`src/rtl/wave_sched_pkg.sv`:
```
// rtl/wave_sched_pkg.sv - shared types and widths for the Wave MAC bit scheduler
// Contents: scheduler state enum, magnitude width, column index width.
package wave_sched_pkg;

  localparam int DEF_DATA_WIDTH = 8;
  localparam int MAG_WIDTH      = DEF_DATA_WIDTH - 1;
  localparam int COL_IDX_WIDTH  = 3;

  typedef enum logic {
    IDLE = 1'b0,
    RUN  = 1'b1
  } sched_state_e;

endpackage

```
`src/rtl/wave_bit_scheduler_if.sv`:
```
// rtl/wave_bit_scheduler_if.sv - group input handshake bundle for the bit scheduler
// Signals: in_valid (group offered), in_ready (scheduler accepts),
//          weight_in (sign-magnitude weights per lane), act_in (activations per lane).
// Modports: master drives a group, slave is the scheduler.
interface wave_bit_scheduler_if #(
  parameter int DATA_WIDTH = 8,
  parameter int VEC_LENGTH = 8
);
  logic                                 in_valid;
  logic                                 in_ready;
  logic [VEC_LENGTH-1:0][DATA_WIDTH-1:0] weight_in;
  logic [VEC_LENGTH-1:0][DATA_WIDTH-1:0] act_in;

  modport master (output in_valid, output weight_in, output act_in, input in_ready);
  modport slave  (input in_valid, input weight_in, input act_in, output in_ready);
endinterface

```
`src/rtl/wave_bit_scheduler_col_priority_enc.sv`:
```
// rtl/wave_bit_scheduler_col_priority_enc.sv - highest-set-bit encoder for the column mask
// Ports: mask (in, pending columns), idx (out, highest set bit),
//        clear (out, one-hot of idx), last (out, exactly one bit set).
module col_priority_enc
  import wave_sched_pkg::*;
#(
  parameter int W = MAG_WIDTH
) (
  input  logic [W-1:0]             mask,
  output logic [COL_IDX_WIDTH-1:0] idx,
  output logic [W-1:0]             clear,
  output logic                     last
);

  always_comb begin
    idx   = '0;
    clear = '0;
    // Ascending scan: the highest set bit is the last one written.
    for (int i = 0; i < W; i++) begin
      if (mask[i]) begin
        idx   = COL_IDX_WIDTH'(i);
        clear = W'(1) << i;
      end
    end
    last = (mask != '0) && ((mask & (mask - W'(1))) == '0);
  end

endmodule

```
`src/rtl/wave_bit_scheduler.sv`:
```
// rtl/wave_bit_scheduler.sv - MSB-first bit-column scheduler feeding the 8-lane Wave MAC
// Ports: clk, reset (sync, active-high); grp (slave group handshake: in_valid,
//        in_ready, weight_in, act_in); act_out, sign_out, w_bit_out, column_idx,
//        mac_en, mac_load_accum (MAC controls); result_valid (group result final);
//        busy (group or issue pipe in flight).
module wave_bit_scheduler
  import wave_sched_pkg::*;
#(
  parameter int DATA_WIDTH    = 8,
  parameter int VEC_LENGTH    = 8,
  parameter bit SKIP_ZERO_COL = 1'b1
) (
  input  logic                                  clk,
  input  logic                                  reset,
  wave_bit_scheduler_if.slave                   grp,
  output logic [VEC_LENGTH-1:0][DATA_WIDTH-1:0] act_out,
  output logic [VEC_LENGTH-1:0]                 sign_out,
  output logic [VEC_LENGTH-1:0]                 w_bit_out,
  output logic [COL_IDX_WIDTH-1:0]              column_idx,
  output logic                                  mac_en,
  output logic                                  mac_load_accum,
  output logic                                  result_valid,
  output logic                                  busy
);

  localparam int MW = DATA_WIDTH - 1;

  sched_state_e state_q, state_d;

  logic [MW-1:0]                 col_mask_q;
  logic [VEC_LENGTH-1:0][MW-1:0] mag_q;
  logic [COL_IDX_WIDTH-1:0]      col_hold_q;
  logic                          first_q;
  // pipe_q[0]: column sitting in the MAC psum register; pipe_q[1]: column just accumulated.
  logic [1:0]                    pipe_q;
  logic                          pipe_first_q;
  logic [1:0]                    pipe_last_q;

  logic [COL_IDX_WIDTH-1:0] enc_idx;
  logic [MW-1:0]            enc_clear;
  logic                     enc_last;

  logic                     run;
  logic                     ready;
  logic                     accept;
  logic [MW-1:0]            or_mag;
  logic [MW-1:0]            new_mask;
  logic [VEC_LENGTH-1:0]    new_sign;

  col_priority_enc #(.W(MW)) u_enc (
    .mask  (col_mask_q),
    .idx   (enc_idx),
    .clear (enc_clear),
    .last  (enc_last)
  );

  assign run          = (state_q == RUN);
  assign ready        = !run || enc_last;
  assign accept       = grp.in_valid && ready;
  assign grp.in_ready = ready;

  // Column mask and signs for an incoming group; -0 is folded to +0 and an
  // all-zero group still gets one dummy column so the accumulator reloads.
  always_comb begin
    or_mag   = '0;
    new_sign = '0;
    for (int j = 0; j < VEC_LENGTH; j++) begin
      or_mag      = or_mag | grp.weight_in[j][MW-1:0];
      new_sign[j] = grp.weight_in[j][DATA_WIDTH-1] && (grp.weight_in[j][MW-1:0] != '0);
    end
    new_mask = SKIP_ZERO_COL ? or_mag : '1;
    if (new_mask == '0) begin
      new_mask = MW'(1);
    end
  end

  always_ff @(posedge clk) begin
    if (reset) begin
      state_q <= IDLE;
    end else begin
      state_q <= state_d;
    end
  end

  always_comb begin
    state_d        = state_q;
    column_idx     = col_hold_q;
    w_bit_out      = '0;
    mac_en         = 1'b0;
    mac_load_accum = 1'b0;
    result_valid   = 1'b0;
    busy           = 1'b0;

    if (accept) begin
      state_d = RUN;
    end else if (run && enc_last) begin
      state_d = IDLE;
    end

    // While draining in IDLE the held index and zero bits add nothing to the sum.
    if (run) begin
      column_idx = enc_idx;
      for (int j = 0; j < VEC_LENGTH; j++) begin
        w_bit_out[j] = mag_q[j][enc_idx];
      end
    end

    mac_en         = run || (pipe_q != 2'b00);
    busy           = run || (pipe_q != 2'b00);
    mac_load_accum = pipe_q[0] && pipe_first_q;
    result_valid   = pipe_q[1] && pipe_last_q[1];
  end

  always_ff @(posedge clk) begin
    if (reset) begin
      act_out      <= '0;
      sign_out     <= '0;
      mag_q        <= '0;
      col_mask_q   <= '0;
      col_hold_q   <= '0;
      first_q      <= 1'b0;
      pipe_q       <= 2'b00;
      pipe_first_q <= 1'b0;
      pipe_last_q  <= 2'b00;
    end else begin
      pipe_q       <= {pipe_q[0], run};
      pipe_first_q <= run && first_q;
      pipe_last_q  <= {pipe_last_q[0], run && enc_last};

      if (run) begin
        col_hold_q <= enc_idx;
        first_q    <= 1'b0;
      end

      if (accept) begin
        act_out    <= grp.act_in;
        sign_out   <= new_sign;
        col_mask_q <= new_mask;
        first_q    <= 1'b1;
        for (int j = 0; j < VEC_LENGTH; j++) begin
          mag_q[j] <= grp.weight_in[j][MW-1:0];
        end
      end else if (run) begin
        col_mask_q <= col_mask_q & ~enc_clear;
      end
    end
  end

endmodule

```
`src/flat_wrapper.sv`:
```
// flat-port wrapper written by rule: the top's interface ports become plain ports
module wave_bit_scheduler_flat import wave_sched_pkg::*;
#(
  parameter int DATA_WIDTH    = 8,
  parameter int VEC_LENGTH    = 8,
  parameter bit SKIP_ZERO_COL = 1'b1
)
  (clk, reset, act_out, sign_out, w_bit_out, column_idx, mac_en, mac_load_accum, result_valid, busy, grp_in_valid, grp_weight_in, grp_act_in, grp_in_ready);
  wave_bit_scheduler_if #(.DATA_WIDTH(DATA_WIDTH), .VEC_LENGTH(VEC_LENGTH)) grp_i ();
  input  logic clk;
  input  logic reset;
  output logic [VEC_LENGTH-1:0][DATA_WIDTH-1:0] act_out;
  output logic [VEC_LENGTH-1:0] sign_out;
  output logic [VEC_LENGTH-1:0] w_bit_out;
  output logic [COL_IDX_WIDTH-1:0] column_idx;
  output logic mac_en;
  output logic mac_load_accum;
  output logic result_valid;
  output logic busy;
  input wire logic [$bits(grp_i.in_valid)-1:0] grp_in_valid;
  input wire logic [$bits(grp_i.weight_in)-1:0] grp_weight_in;
  input wire logic [$bits(grp_i.act_in)-1:0] grp_act_in;
  output wire logic [$bits(grp_i.in_ready)-1:0] grp_in_ready;
  assign grp_i.in_valid = grp_in_valid;
  assign grp_i.weight_in = grp_weight_in;
  assign grp_i.act_in = grp_act_in;
  assign grp_in_ready = grp_i.in_ready;
  wave_bit_scheduler #(.DATA_WIDTH(DATA_WIDTH), .VEC_LENGTH(VEC_LENGTH), .SKIP_ZERO_COL(SKIP_ZERO_COL)) u_core (.clk(clk), .reset(reset), .grp(grp_i), .act_out(act_out), .sign_out(sign_out), .w_bit_out(w_bit_out), .column_idx(column_idx), .mac_en(mac_en), .mac_load_accum(mac_load_accum), .result_valid(result_valid), .busy(busy));
endmodule
```
`config.mk`:
```
export PLATFORM = sky130hd
export DESIGN_NAME = wave_bit_scheduler_flat
export DESIGN_NICKNAME = d
export VERILOG_FILES = /design/src/rtl/wave_sched_pkg.sv /design/src/rtl/wave_bit_scheduler_if.sv /design/src/rtl/wave_bit_scheduler_col_priority_enc.sv /design/src/rtl/wave_bit_scheduler.sv /design/src/flat_wrapper.sv
export SDC_FILE = /design/constraint.sdc
export NUM_CORES = 1
export LEC_CHECK = 0
export ABC_CLOCK_PERIOD_IN_PS = 3130
export CORE_ASPECT_RATIO = 2
export CORE_MARGIN = 3
export CORE_UTILIZATION = 40
export CTS_CLUSTER_DIAMETER = 200
export CTS_CLUSTER_SIZE = 30
export DETAILED_ROUTE_END_ITERATION = 10
export DONT_BUFFER_PORTS = 1
export SLEW_MARGIN = 5
export SYNTH_ARGS = -nofsm -noshare
export SYNTH_HDL_FRONTEND = slang
export SYNTH_SLANG_ARGS = --single-unit
```
`constraint.sdc`:
```
create_clock -name clk -period 3.13 [get_ports clk]
set_clock_uncertainty 0.2 [all_clocks]
set_input_delay 0.4695 -clock clk [delete_from_list [all_inputs] [get_ports clk]]
set_output_delay 0.4695 -clock clk [all_outputs]
set_load 0.02 [all_outputs]
```
Yosys cells after proc, flatten, opt, wreduce, memory -nomap -nowiden --
Cells that the tools add are included.
Word-level totals: output and inout bits 88, bits of input ports 131, bits in registers 145
Cells by class: mux-type cells 38, bitwise operators 10, add/subtract/negate cells 1, $lt $le $gt $ge 1, reduce and logical (&&, ||, !) cells 31
Operators by type and width (count):
- two-way mux 7 bit | 9
- nonzero test 7 bit | 9
- OR 7 bit | 7
- binary-select mux 1 bit (select 3 bit) | 8
- two-way mux 3 bit | 6
- bitwise AND 7 bit | 2
- logical AND 1 bit | 14
- zero test 7 bit | 2
- two-way mux 1 bit | 14
- two-way mux 8 bit | 1
- inverter 7 bit | 1
- subtractor 7 x 1 -> 7 bit (second input constant) | 1
- nonzero test 2 bit | 3
- less-than comparator 3 x 4 -> 1 bit (second input constant) | 1
- logical OR 1 bit | 2
- zero test 1 bit | 1

Depth between registers and ports, before layout --
Gate-level depths: netlist of run 1.
depth in word-level cells 11, depth in mapped cells 9, mapped depth without buffers 5

Hierarchy --
From an unflattened synthesis of run 1, not the netlist that was laid out.
Second synthesis, totals: cell total of the unflattened synthesis 752, area total of the unflattened synthesis 5975.7 µm²
Modules (own cells, without submodules):
- wave_bit_scheduler | times used 1, cells each 722, area each 5780.5 µm²
- col_priority_enc | times used 1, cells each 30, area each 195.2 µm²

Worst setup path before layout of run 1 --
No wires, ideal clock.
path kind reg-to-output, start point register u_core.col_mask_q[4], end point output w_bit_out[0], stages on the path, launching flop included 6, arrival time 1.891 ns, setup slack 0.569 ns, buffers on the path 1, cells stage by stage dfxtp_1 clkbuf_1 o21bai_1 nand2_1 mux4_2 o311a_1
Between the ends: cells in the longest elaborated chain, start to end 6
RTL lines:
- start, declared | line wave_bit_scheduler.sv:30 | logic [MW-1:0] col_mask_q;
- start signal, assigned | line wave_bit_scheduler.sv:138 | col_mask_q <= new_mask;
- start signal, assigned | line wave_bit_scheduler.sv:144 | col_mask_q <= col_mask_q & ~enc_clear;
- two-way mux 3 bit (3 in a row) | line wave_bit_scheduler_col_priority_enc.sv:20 | if (mask[i]) begin
- binary-select mux 1 bit (select 3 bit) | line wave_bit_scheduler.sv:104 | w_bit_out[j] = mag_q[j][enc_idx];
- two-way mux 1 bit (not written as such) | line wave_bit_scheduler.sv:104
- two-way mux 8 bit | line wave_bit_scheduler.sv:101 | if (run) begin
- end, declared | line flat_wrapper.sv:14 | output logic [VEC_LENGTH-1:0] w_bit_out;
No other way between the ends. The select of a mux whose other input is x is not followed.

Worst setup path in the final report of run 1 --
start point register u_core.col_mask_q[1], end point register u_core.col_mask_q[5]
Between the ends: cells in the longest elaborated chain, start to end 7, elaborated cells on any way between the ends 9, those cells by class add/sub: 1; mux: 1; bitwise: 1; reduce/logical: 6
RTL lines:
- subtractor 7 x 1 -> 7 bit | line wave_bit_scheduler_col_priority_enc.sv:25 | last = (mask != '0) && ((mask & (mask - W'(1))) == '0);
- bitwise AND 7 bit | line wave_bit_scheduler_col_priority_enc.sv:25
- zero test 7 bit | line wave_bit_scheduler_col_priority_enc.sv:25
- logical AND 1 bit * | line wave_bit_scheduler_col_priority_enc.sv:25
- logical OR 1 bit * | line wave_bit_scheduler.sv:58 | assign ready = !run || enc_last;
- logical AND 1 bit * | line wave_bit_scheduler.sv:59 | assign accept = grp.in_valid && ready;
- two-way mux 7 bit / nonzero test 2 bit (equally long branches)
Every way passes the cells marked *; elsewhere a longest branch is shown, timed or not. A chain may end at the register's enable or synchronous reset.

==> qor.yml, run 1 <==
setup_path:
  crit_required_ns: 3.29
  r2r-end: "u_core.col_mask_q[5]"
  r2r_setup_slack_ns: 0.15
  crit_fanout: 77
  max_stage_delay_ns: 0.55
  critical_path_class: "flop to flop"
  critPathCaptureType: "flop"
  critPathLaunchType: "flop"
  path_cells: "or4_1 > mux2_2 > o311ai_4 > buf_12 > nand3_1 > a21oi_1 > dlygate4sd3_1"
  cp_slowest_cell: "dlygate4sd3_1"
  ff2ff_path_depth: 7
  r2r-start: "u_core.col_mask_q[1]"
  cp_data_arrival_time_ns: 3.14
power:
  ir_drop_mv: 0.3708
  leakage_nw: 2.997
  power_density_nw_per_um2: 644.2
sta:
  fmax_mhz: 336.0
  hold_slack_ns: 0.02259
  finalCritPeriodShare_pct: 95.10
  period_minus_slack_ns: 2.977
  setup_violations: 0
  fin_tns_setup_ns: 0
  finalHoldViolCount: 0
  slew_headroom_pct: 50.91
  rsz0062_at_grt: "false"
  tightest_slew_ns: 0.7296
  slew_viol_final: 0
yosys:
  synth_top_flop_cell: "dfxtp_1"
  synth_compound_area_share_pct: 18.05
  synthAdderAreaFrac_pct: 0.1691
  synth_cells: 753
  synth_edf_count: 0
  syn-num-nets: 884
  synth_top_family_by_area: "simple AND/OR/NAND/NOR gates"
  yosys.area.top_type: "dfxtp_1"
  synth_commonest_cells: "nand2_1, dfxtp_1, a21oi_1"
  syn_area_um2: 5918
  synth-xor-area-share_pct: 0.1480
  ys_seq_area_share_pct: 49.05
  ys_seq_elements: 145
  synth.most_common_cell: "nand2_1"
  synthSimpleGateAreaFrac_pct: 24.93
  netlist.area_leader.share_pct: 49.05
  synth_mux_area_share_pct: 3.023
  synth.distinct_cells: 44
  synth.avg_cell_area_um2: 7.859
  synthArstFlopShare_pct: 0
  synthTopCellsByArea: "dfxtp_1, nand2_1, a21oi_1"
  yosysWarnings: 0
placed_design:
  portBuffers: 0
  place_congestion: 0.8776
  dp_hpwl_um: 13040
  postPlaceCellArea_um2: 6037
clocking:
  cts_sinks: 145
  htreeDepth: 4
  clk_pin_slew_worst_paths_ns: 0.07
  numCtsBuffers: 17
  post_cts_buffers: 0
  cts_tree: "done"
  cts_buffer_depth: 2
  root_buffer: "clkbuf_16"
  insertion_delay_ns: 0.42
routing:
  final_antenna_net_count: 0
  wl_um: 20110
  drt_pre_antenna_iters: 5
  drc_errors: 0
  drt-initial-drc-count: 331
  vias: 5845
  vias_per_cell: 5.488
  routedWlPerCell_um: 18.88
floorplan:
  start_util_pct: 41.02
  ioPinCount: 219
  die_h_um: 178.0
  coreArea_um2: 14430
  die_w_um: 92.01
  fp-row-count: 62
  dieArea_um2: 16380
grt:
  antenna_found_initial: 0
  grt_start_max_net_pins: 135
  grtUsageTotal_pct: 23.76
  grt_pass1_wl_um: 30120
  grt.overflow.total: 0
  grt_pass1_vias: 5898
cells_and_area:
  antenna_cells: 0
  layout-drive-gt1-share_pct: 6.987
  num-nets-final: 991
  final_cell_area_um2: 7976
  syn_to_final_growth_pct: 34.78
worst_hold_path:
  hp-class: "input pin to flop"
  hold_depth: 2
  hold-path-endpoint: "u_core.act_out[10]"
  worstHoldStart: "grp_act_in[10]"
outcome:
  status: "finished, final reports clean"
run:
  cap_violations: 0
-- area by class of cell --
| type | instances | area (um2) |
|---|---|---|
| inverter | 5 | 18.77 |
| fill | 1305 | 6452 |
| tap | 192 | 240.2 |
| timing repair buffer | 144 | 1455 |
| clock buffer | 18 | 439.2 |
| multi-input combinational | 547 | 2753 |
| clock inverter | 14 | 165.2 |
| sequential | 145 | 2905 |
-- state kept, by name (all words and copies together) (netlist names) --
register,cells
u_core.act_out,64
u_core.first_q,1
u_core.col_hold_q,3
u_core.run,1
u_core.sign_out,8
u_core.pipe_first_q,1
u_core.pipe_q,2
u_core.col_mask_q,7
u_core.pipe_last_q,2
u_core.mag_q,56
-- metal layers --
layer | global-route usage [%] | vias to the layer above | share of wire [%]
li1 | - | 2778 | -
met1 | 21.80 | 2725 | 33
met2 | 44.96 | 277 | 54
met3 | 6.416 | 65 | 6.9
met4 | 15.32 | 0 | 5.8
met5 | 0 | - | 0
-- logic make-up (layout without fill, tap and decap cells) --
| logic type | count (synthesis) | after routing |
|---|---|---|
| AO/OA/AOI/OAI | 184 | 184 |
| XOR/XNOR | 1 | 1 |
| adder cells (fa/ha/maj) | 1 | 1 |
| buffers and inverters | 61 | 181 |
| flip-flops | 145 | 145 |
| multiplexers | 9 | 9 |
| AND/OR/NAND/NOR | 352 | 352 |
-- through the flow --
| stage | total power, mW | cells | util (%) | worst slack, ns |
|---|---|---|---|---|
| finish | 5.138 | 1065 | 55.28 | 0.1535 |
| detailed placement | 2.953 | 902 | 41.84 | 0.4082 |
| global route | 5.366 | 1065 | 55.28 | 0.03443 |
| floorplan | 2.797 | 753 | - | 0.5692 |
| global placement | 2.923 | 902 | 41.84 | 0.5174 |
| CTS | 5.186 | 1065 | 55.24 | 0.03555 |
-- placed cells by master (no fill, tap or decap), types with 2 or more instances in the layout --
| cell type | instances |
|---|---|
| nand2_1 | 275 |
| dfxtp_1 | 143 |
| a21oi_1 | 139 |
| dlygate4sd3_1 | 130 |
| nor4_1 | 23 |
| clkbuf_16 | 17 |
| nor3_1 | 12 |
| and2_1 | 12 |
| nand3_1 | 11 |
| buf_4 | 10 |
| o22ai_1 | 8 |
| o21bai_1 | 8 |
| o311a_1 | 8 |
| mux4_2 | 7 |
| nor2b_1 | 6 |
| o21ai_0 | 5 |
| nor2_1 | 5 |
| inv_1 | 5 |
| clkinvlp_4 | 5 |
| clkinv_2 | 4 |
| bufinv_16 | 3 |
| or2_2 | 2 |
| o211ai_1 | 2 |
| o311ai_1 | 2 |
| nand4_1 | 2 |
| clkinv_4 | 2 |
| buf_12 | 2 |
| dfxtp_2 | 2 |
-- timing repair --
| action | CTS | global route |
|---|---|---|
| gates resized for setup | 0 | 3 |
| hold buffers | 131 | 0 |
| setup endpoints to repair | 0 | 8 |
| endpoints found under the hold margin | 142 | 0 |
-- worst max-delay path: cells and delay by family, from the launching register on --
kind,cells,cell delay (ns)
AO/OA/AOI/OAI,2,0.47
buffers and inverters,2,0.90
flip-flops,1,0.35
multiplexers,1,0.34
AND/OR/NAND/NOR,2,0.65
-- how the worst max path moves through the flow --
stage                           endpoint  slack (ns)            startpoint  cells past startpoint
detailed placement       u_core.mag_q[8]        0.41  u_core.col_mask_q[1]                      6
CTS                         w_bit_out[7]        0.04  u_core.col_mask_q[1]                      6
floorplan                   w_bit_out[0]        0.57  u_core.col_mask_q[4]                      5
global route           u_core.act_out[8]        0.03  u_core.col_mask_q[1]                      7
finish              u_core.col_mask_q[5]        0.15  u_core.col_mask_q[1]                      7
global placement        u_core.mag_q[21]        0.52  u_core.col_mask_q[1]                      6
-- report_power, final --
group	internal, mW	leakage, nW	switching (mW)
combinational	0.373	1.52	0.498
sequential	2.01	1.19	0.210
clock	1.27	0.284	0.778
total	3.65	3.00	1.49
Note: power is estimated with default switching activity, not from simulation.
==> run 2, diff against run 1 <==
--- a/config.mk
+++ b/config.mk
@@ -6,13 +6,15 @@
 export NUM_CORES = 1
 export LEC_CHECK = 0
 export ABC_CLOCK_PERIOD_IN_PS = 3130
+export CELL_PAD_IN_SITES_DETAIL_PLACEMENT = 0
+export CELL_PAD_IN_SITES_GLOBAL_PLACEMENT = 1
 export CORE_ASPECT_RATIO = 2
-export CORE_MARGIN = 3
 export CORE_UTILIZATION = 40
 export CTS_CLUSTER_DIAMETER = 200
 export CTS_CLUSTER_SIZE = 30
 export DETAILED_ROUTE_END_ITERATION = 10
 export DONT_BUFFER_PORTS = 1
+export PLACE_DENSITY_LB_ADDON = 0.1
 export SLEW_MARGIN = 5
 export SYNTH_ARGS = -nofsm -noshare
 export SYNTH_HDL_FRONTEND = slang
==> run 2 against run 1 <==
Against the previous run: sequential power hardly changed; setup slack lost 0.032 ns; final cell count grew 0.47%; sequential share of layout area down 0.51 points; die area shrank 6.5%; clock power increased by 4%; utilization grew 0.78 points; critical path type is now flop to output pin; critical endpoint is now w_bit_out[5].
==> qor.yml, run 2 (same netlist as run 1, synthesis figures left out) <==
outcome:
  status: "finished, final reports clean"
routing:
  drc_errors: 0
  drt-initial-drc-count: 269
  wl_um: 19790
  drt_pre_antenna_iters: 4
  vias: 5798
  vias_per_cell: 5.419
  final_antenna_net_count: 0
  routedWlPerCell_um: 18.50
placed_design:
  place_ws_ns: 0.3964
  dp_hpwl_um: 12720
  portBuffers: 0
  place_congestion: 0.9074
sta:
  slew_viol_final: 0
  setup_violations: 0
  finalHoldViolCount: 0
  tightest_slew_ns: 1.017
  finalWorstSetupSlack_ns: 0.1217
  fin_tns_setup_ns: 0
  slew_headroom_pct: 31.60
  finalCritPeriodShare_pct: 96.11
  rsz0062_at_grt: "false"
  fmax_mhz: 332.4
  period_minus_slack_ns: 3.008
grt:
  grt_start_max_net_pins: 135
  grt.overflow.total: 0
  grt_pass1_vias: 5931
  grtUsageTotal_pct: 26.43
  antenna_found_initial: 0
  grt_pass1_wl_um: 30310
power:
  combPwrFrac_pct: 17.0
  intPower_mw: 3.738
  power_switching_mw: 1.501
  clkPwrFrac_pct: 40.6
  power_density_nw_per_um2: 647.7
  sw_frac_of_total_pct: 28.65
  fin_total_pwr_mw: 5.240
  p_seq_share_pct: 42.4
  leakage_nw: 3.038
  ir_drop_mv: 0.3553
floorplan:
  die_w_um: 88.01
  coreArea_um2: 14430
  start_util_pct: 41.02
  fp-row-count: 62
  ioPinCount: 219
  die_h_um: 174.0
  dieArea_um2: 15320
setup_path:
  cp_data_arrival_time_ns: 2.34
  r2r_setup_slack_ns: 0.28
  critPathLaunchType: "flop"
  critical_path_class: "flop to output pin"
  critPathCaptureType: "output pin"
  crit_fanout: 8
  crit_required_ns: 2.46
clocking:
  insertion_delay_ns: 0.42
  clk_pin_slew_worst_paths_ns: 0.06
  root_buffer: "clkbuf_16"
  cts_tree: "done"
  cts_buffer_depth: 2
  numCtsBuffers: 17
  htreeDepth: 4
  cts_sinks: 145
  post_cts_buffers: 0
cells_and_area:
  layout-drive-gt1-share_pct: 6.606
  antenna_cells: 0
  largest-register: "u_core.act_out"
  final_core_util_pct: 56.06
  num-nets-final: 996
  top_regs: "u_core.act_out (64), u_core.mag_q (56), u_core.sign_out (8)"
  syn_to_final_growth_pct: 36.68
  largest_reg_flops: 64
  final_common_cell: "nand2_1"
  final_cell_mix: "nand2_1, dfxtp_1, a21oi_1, dlygate4sd3_1, nor4_1"
worst_hold_path:
  hp-class: "input pin to flop"
run:
  cap_violations: 0
## run 2: metrics by stage
step / instance area, um2 / hold WS, ns / instances
finish: 8089 / 0.03114 / 1070
global route: 8089 / 0.02623 / 1070
detailed placement: 6060 / 0.2377 / 900
floorplan: 5918 / 0.2138 / 753
global placement: 6060 / 0.2250 / 900
CTS: 8070 / 0.0008530 / 1069
## run 2: routing by layer
metal	track usage [%]	vias to the layer above	part of all wire [%]
li1	-	2788	-
met1	24.57	2728	34
met2	49.61	232	55
met3	6.695	50	6.3
met4	15.39	0	4.4
met5	0	-	0
## run 2: path summary, 6_finish.rpt
path / start / endpoint / cells after the start
setup reg to reg: u_core.col_mask_q[1] / u_core.first_q / 5
setup / recovery: u_core.col_mask_q[1] / w_bit_out[5] / 6
hold / removal: grp_weight_in[8] / u_core.mag_q[7] / 2
hold reg to reg: u_core.mag_q[20] / u_core.mag_q[20] / 2
## run 2: layout make-up
class / instances / area [um2]
Multi-Input combinational cell: 547 / 2756
Sequential cell: 145 / 2905
Inverter: 5 / 18.77
Clock buffer: 19 / 432.9
Clock inverter: 13 / 187.7
Tap cell: 192 / 240.2
Timing Repair Buffer: 149 / 1548
Fill cell: 1417 / 6340
## run 2: timing repair
item,in CTS,in global routing
resized for setup,1,3
setup endpoints to repair,7,7
hold buffers,137,1
endpoints found under the hold margin,142,1
## run 2: power by group through the flow
stage	sequential, mW	clock (mW)	combinational (mW)
6_report	2.22	2.13	0.891
5_1_grt	2.24	2.27	0.983
4_1_cts	2.22	2.18	0.887
3_5_place_dp	2.26	0	0.708
3_3_place_gp	2.25	0	0.693
2_1_floorplan	2.21	0	0.582
## run 2: critical path, cell delays in order, from the launching register on
cell and delay, ns:
dfxtp_2 0.39, nor2b_1 0.20, o21bai_2 0.11, nand2_1 0.11, buf_6 0.18, mux4_2 0.53
o311a_1 0.41
==> run 3, diff against run 2 <==
==> constraint.sdc (replaced) <==
create_clock -name clk -period 3.13 [get_ports clk]
set_clock_uncertainty 0.2 [all_clocks]
set_input_delay 0.939 -clock clk [delete_from_list [all_inputs] [get_ports clk]]
set_output_delay 0.939 -clock clk [all_outputs]
set_load 0.02 [all_outputs]
==> run 3 against run 2 <==
Against the previous run: the flow now finishes with violations (setup timing); largest cell class unchanged; die area did not move; routed wire length fell by 9.6%; power fell by 7.1%; global-route usage fell by 2.7 points; setup slack got worse by 0.29 ns; register-to-register slack got worse by 0.03 ns; critical path type unchanged; flip-flop and latch count did not move; critical path depth did not move; highest routed layer unchanged; utilization fell by 9.0 points; count of clock-buffer cells in the layout did not move; worst hold slack improved by 0.21 ns; non-clock buffer count fell by 128.
==> qor.yml, run 3 (same netlist as run 1, synthesis figures left out) <==
outcome:
  status: "complete, but fails checks"
  violations: "setup timing"
grt:
  grt_start_max_net_pins: 145
  grt_pass1_vias: 5221
  grt.overflow.total: 0
  antenna_found_initial: 0
  grtUsageTotal_pct: 23.73
  grt_pass1_wl_um: 27220
setup_path:
  cp_data_arrival_time_ns: 2.16
  r2r_setup_slack_ns: 0.25
  cp_slowest_cell: "or4_4"
  crit_start: "u_core.col_mask_q[1]"
  critical_path_class: "flop to output pin"
  r2r-start: "u_core.col_mask_q[1]"
  crit_fanout: 7
  crit_required_ns: 1.99
  critPathLaunchType: "flop"
  ff2ff_path_depth: 8
  path_cells: "buf_4 > or4_4 > mux2_4 > o21ai_4 > nand2_2 > buf_6"
  critPathCaptureType: "output pin"
  max_stage_delay_ns: 0.53
  r2r-end: "u_core.act_out[53]"
clocking:
  numCtsBuffers: 17
  cts_sinks: 145
  cts_tree: "done"
  root_buffer: "clkbuf_16"
  htreeDepth: 4
  cts_buffer_depth: 2
  clk_pin_slew_worst_paths_ns: 0.07
  insertion_delay_ns: 0.42
sta:
  finalWorstSetupSlack_ns: -0.1675
  finalHoldViolCount: 0
  slew_headroom_pct: 59.21
  finalCritPeriodShare_pct: 105.4
  tightest_slew_ns: 0.6062
  fmax_mhz: 303.3
  setup_violations: 9
  period_minus_slack_ns: 3.297
  rsz0062_at_grt: "true"
  slew_viol_final: 0
cells_and_area:
  syn_to_final_growth_pct: 14.80
  antenna_cells: 0
  largest-register: "u_core.act_out"
  top_regs: "u_core.act_out (64), u_core.mag_q (56), u_core.sign_out (8)"
  largest_reg_flops: 64
  num-nets-final: 868
  layout-drive-gt1-share_pct: 10.67
  final_cell_mix: "nand2_1, dfxtp_1, a21oi_1, nor4_1"
  final_common_cell: "nand2_1"
  final_core_util_pct: 47.09
  fillers: 1495
floorplan:
  coreArea_um2: 14430
  ioPinCount: 219
  die_h_um: 174.0
  die_w_um: 88.01
  start_util_pct: 41.02
  fp-row-count: 62
  dieArea_um2: 15320
routing:
  drt-initial-drc-count: 295
  final_antenna_net_count: 0
  vias_per_cell: 5.521
  wl_um: 17900
  drc_errors: 0
  vias: 5201
  drt_pre_antenna_iters: 5
  routedWlPerCell_um: 19.00
power:
  leakage_nw: 2.445
  combPwrFrac_pct: 15.8
  clkPwrFrac_pct: 38.8
  intPower_mw: 3.406
  fin_total_pwr_mw: 4.866
  power_density_nw_per_um2: 716.2
  power_switching_mw: 1.460
  ir_drop_mv: 0.3561
  p_seq_share_pct: 45.5
  sw_frac_of_total_pct: 30.01
placed_design:
  dp_hpwl_um: 12450
  portBuffers: 0
  place_congestion: 0.8882
worst_hold_path:
  worstHoldStart: "u_core.pipe_last_q[0]"
  hold-path-endpoint: "u_core.pipe_last_q[1]"
  hp-class: "flop to flop"
  hold_depth: 1
run:
  cap_violations: 0
run 3: changes by cell type in the layout (fill, tap and decap cells not counted), sizes merged:
cell	change
dlygate4sd3	-137
buf	+9
bufinv	-3
clkinvlp	+2
inv	+1
run 3: cell type report:
| class | count | area [um2] | area share, % |
|---|---|---|---|
| multi-input combinational | 547 | 2882 | 42.41 |
| timing repair buffer | 21 | 198.9 | 2.928 |
| sequential | 145 | 2908 | 42.80 |
| tap | 192 | 240.2 | 3.536 |
| inverter | 5 | 18.77 | 0.2762 |
| clock buffer | 19 | 432.9 | 6.372 |
| clock inverter | 13 | 113.9 | 1.676 |
run 3: stage by stage:
| stage | cells | hold WS (ns) | instance area (um2) | TNS (ns) | worst slack, ns |
|---|---|---|---|---|---|
| after global routing | 942 | 0.2503 | 6794 | -1.682 | -0.2360 |
| final | 942 | 0.2416 | 6794 | -1.085 | -0.1675 |
| after detailed placement | 908 | 0.2364 | 6095 | 0 | 0.1004 |
| after floorplan | 753 | 0.2138 | 5918 | 0 | 0.09970 |
| after global placement | 908 | 0.2229 | 6095 | 0 | 0.1116 |
| after CTS | 942 | 0.2432 | 6754 | -1.974 | -0.2343 |
run 3: power by group through the flow:
stage	clock network (mW)	registers (mW)	logic [mW]
after floorplan	0	2.21	0.582
after global placement	0	2.25	0.695
after detailed placement	0	2.25	0.713
after CTS	1.95	2.21	0.754
after global routing	2.02	2.23	0.851
final	1.89	2.21	0.766
run 3: what timing repair did:
action,CTS,global route
pin swaps,1,3
hold buffers,0,0
setup endpoints to repair,9,9
resized for setup,14,10
setup buffers,2,0
run 3: metal layers:
layer	routed length (um)	vias up	global-route usage, %
met5	0	-	0
met4	652	0	12.10
met3	1299	30	7.075
met2	9652	217	42.80
met1	6291	2424	23.77
li1	-	2530	-
run 3: worst max path at each step:
| stage | endpoint | depth (start not counted) |
|---|---|---|
| after detailed placement | w_bit_out[0] | 6 |
| after global placement | w_bit_out[0] | 6 |
| after CTS | w_bit_out[0] | 6 |
| after floorplan | w_bit_out[0] | 5 |
| final | grp_in_ready | 6 |
| after global routing | grp_in_ready | 6 |
run 3: worst max-delay path: cells and delay by family (launching register included):
| kind | cells | cell delay, ns |
|---|---|---|
| multiplexers | 1 | 0.34 |
| flip-flops | 1 | 0.34 |
| AND/OR/NAND/NOR | 2 | 0.61 |
| buffers and inverters | 2 | 0.29 |
| AO/OA/AOI/OAI | 1 | 0.15 |
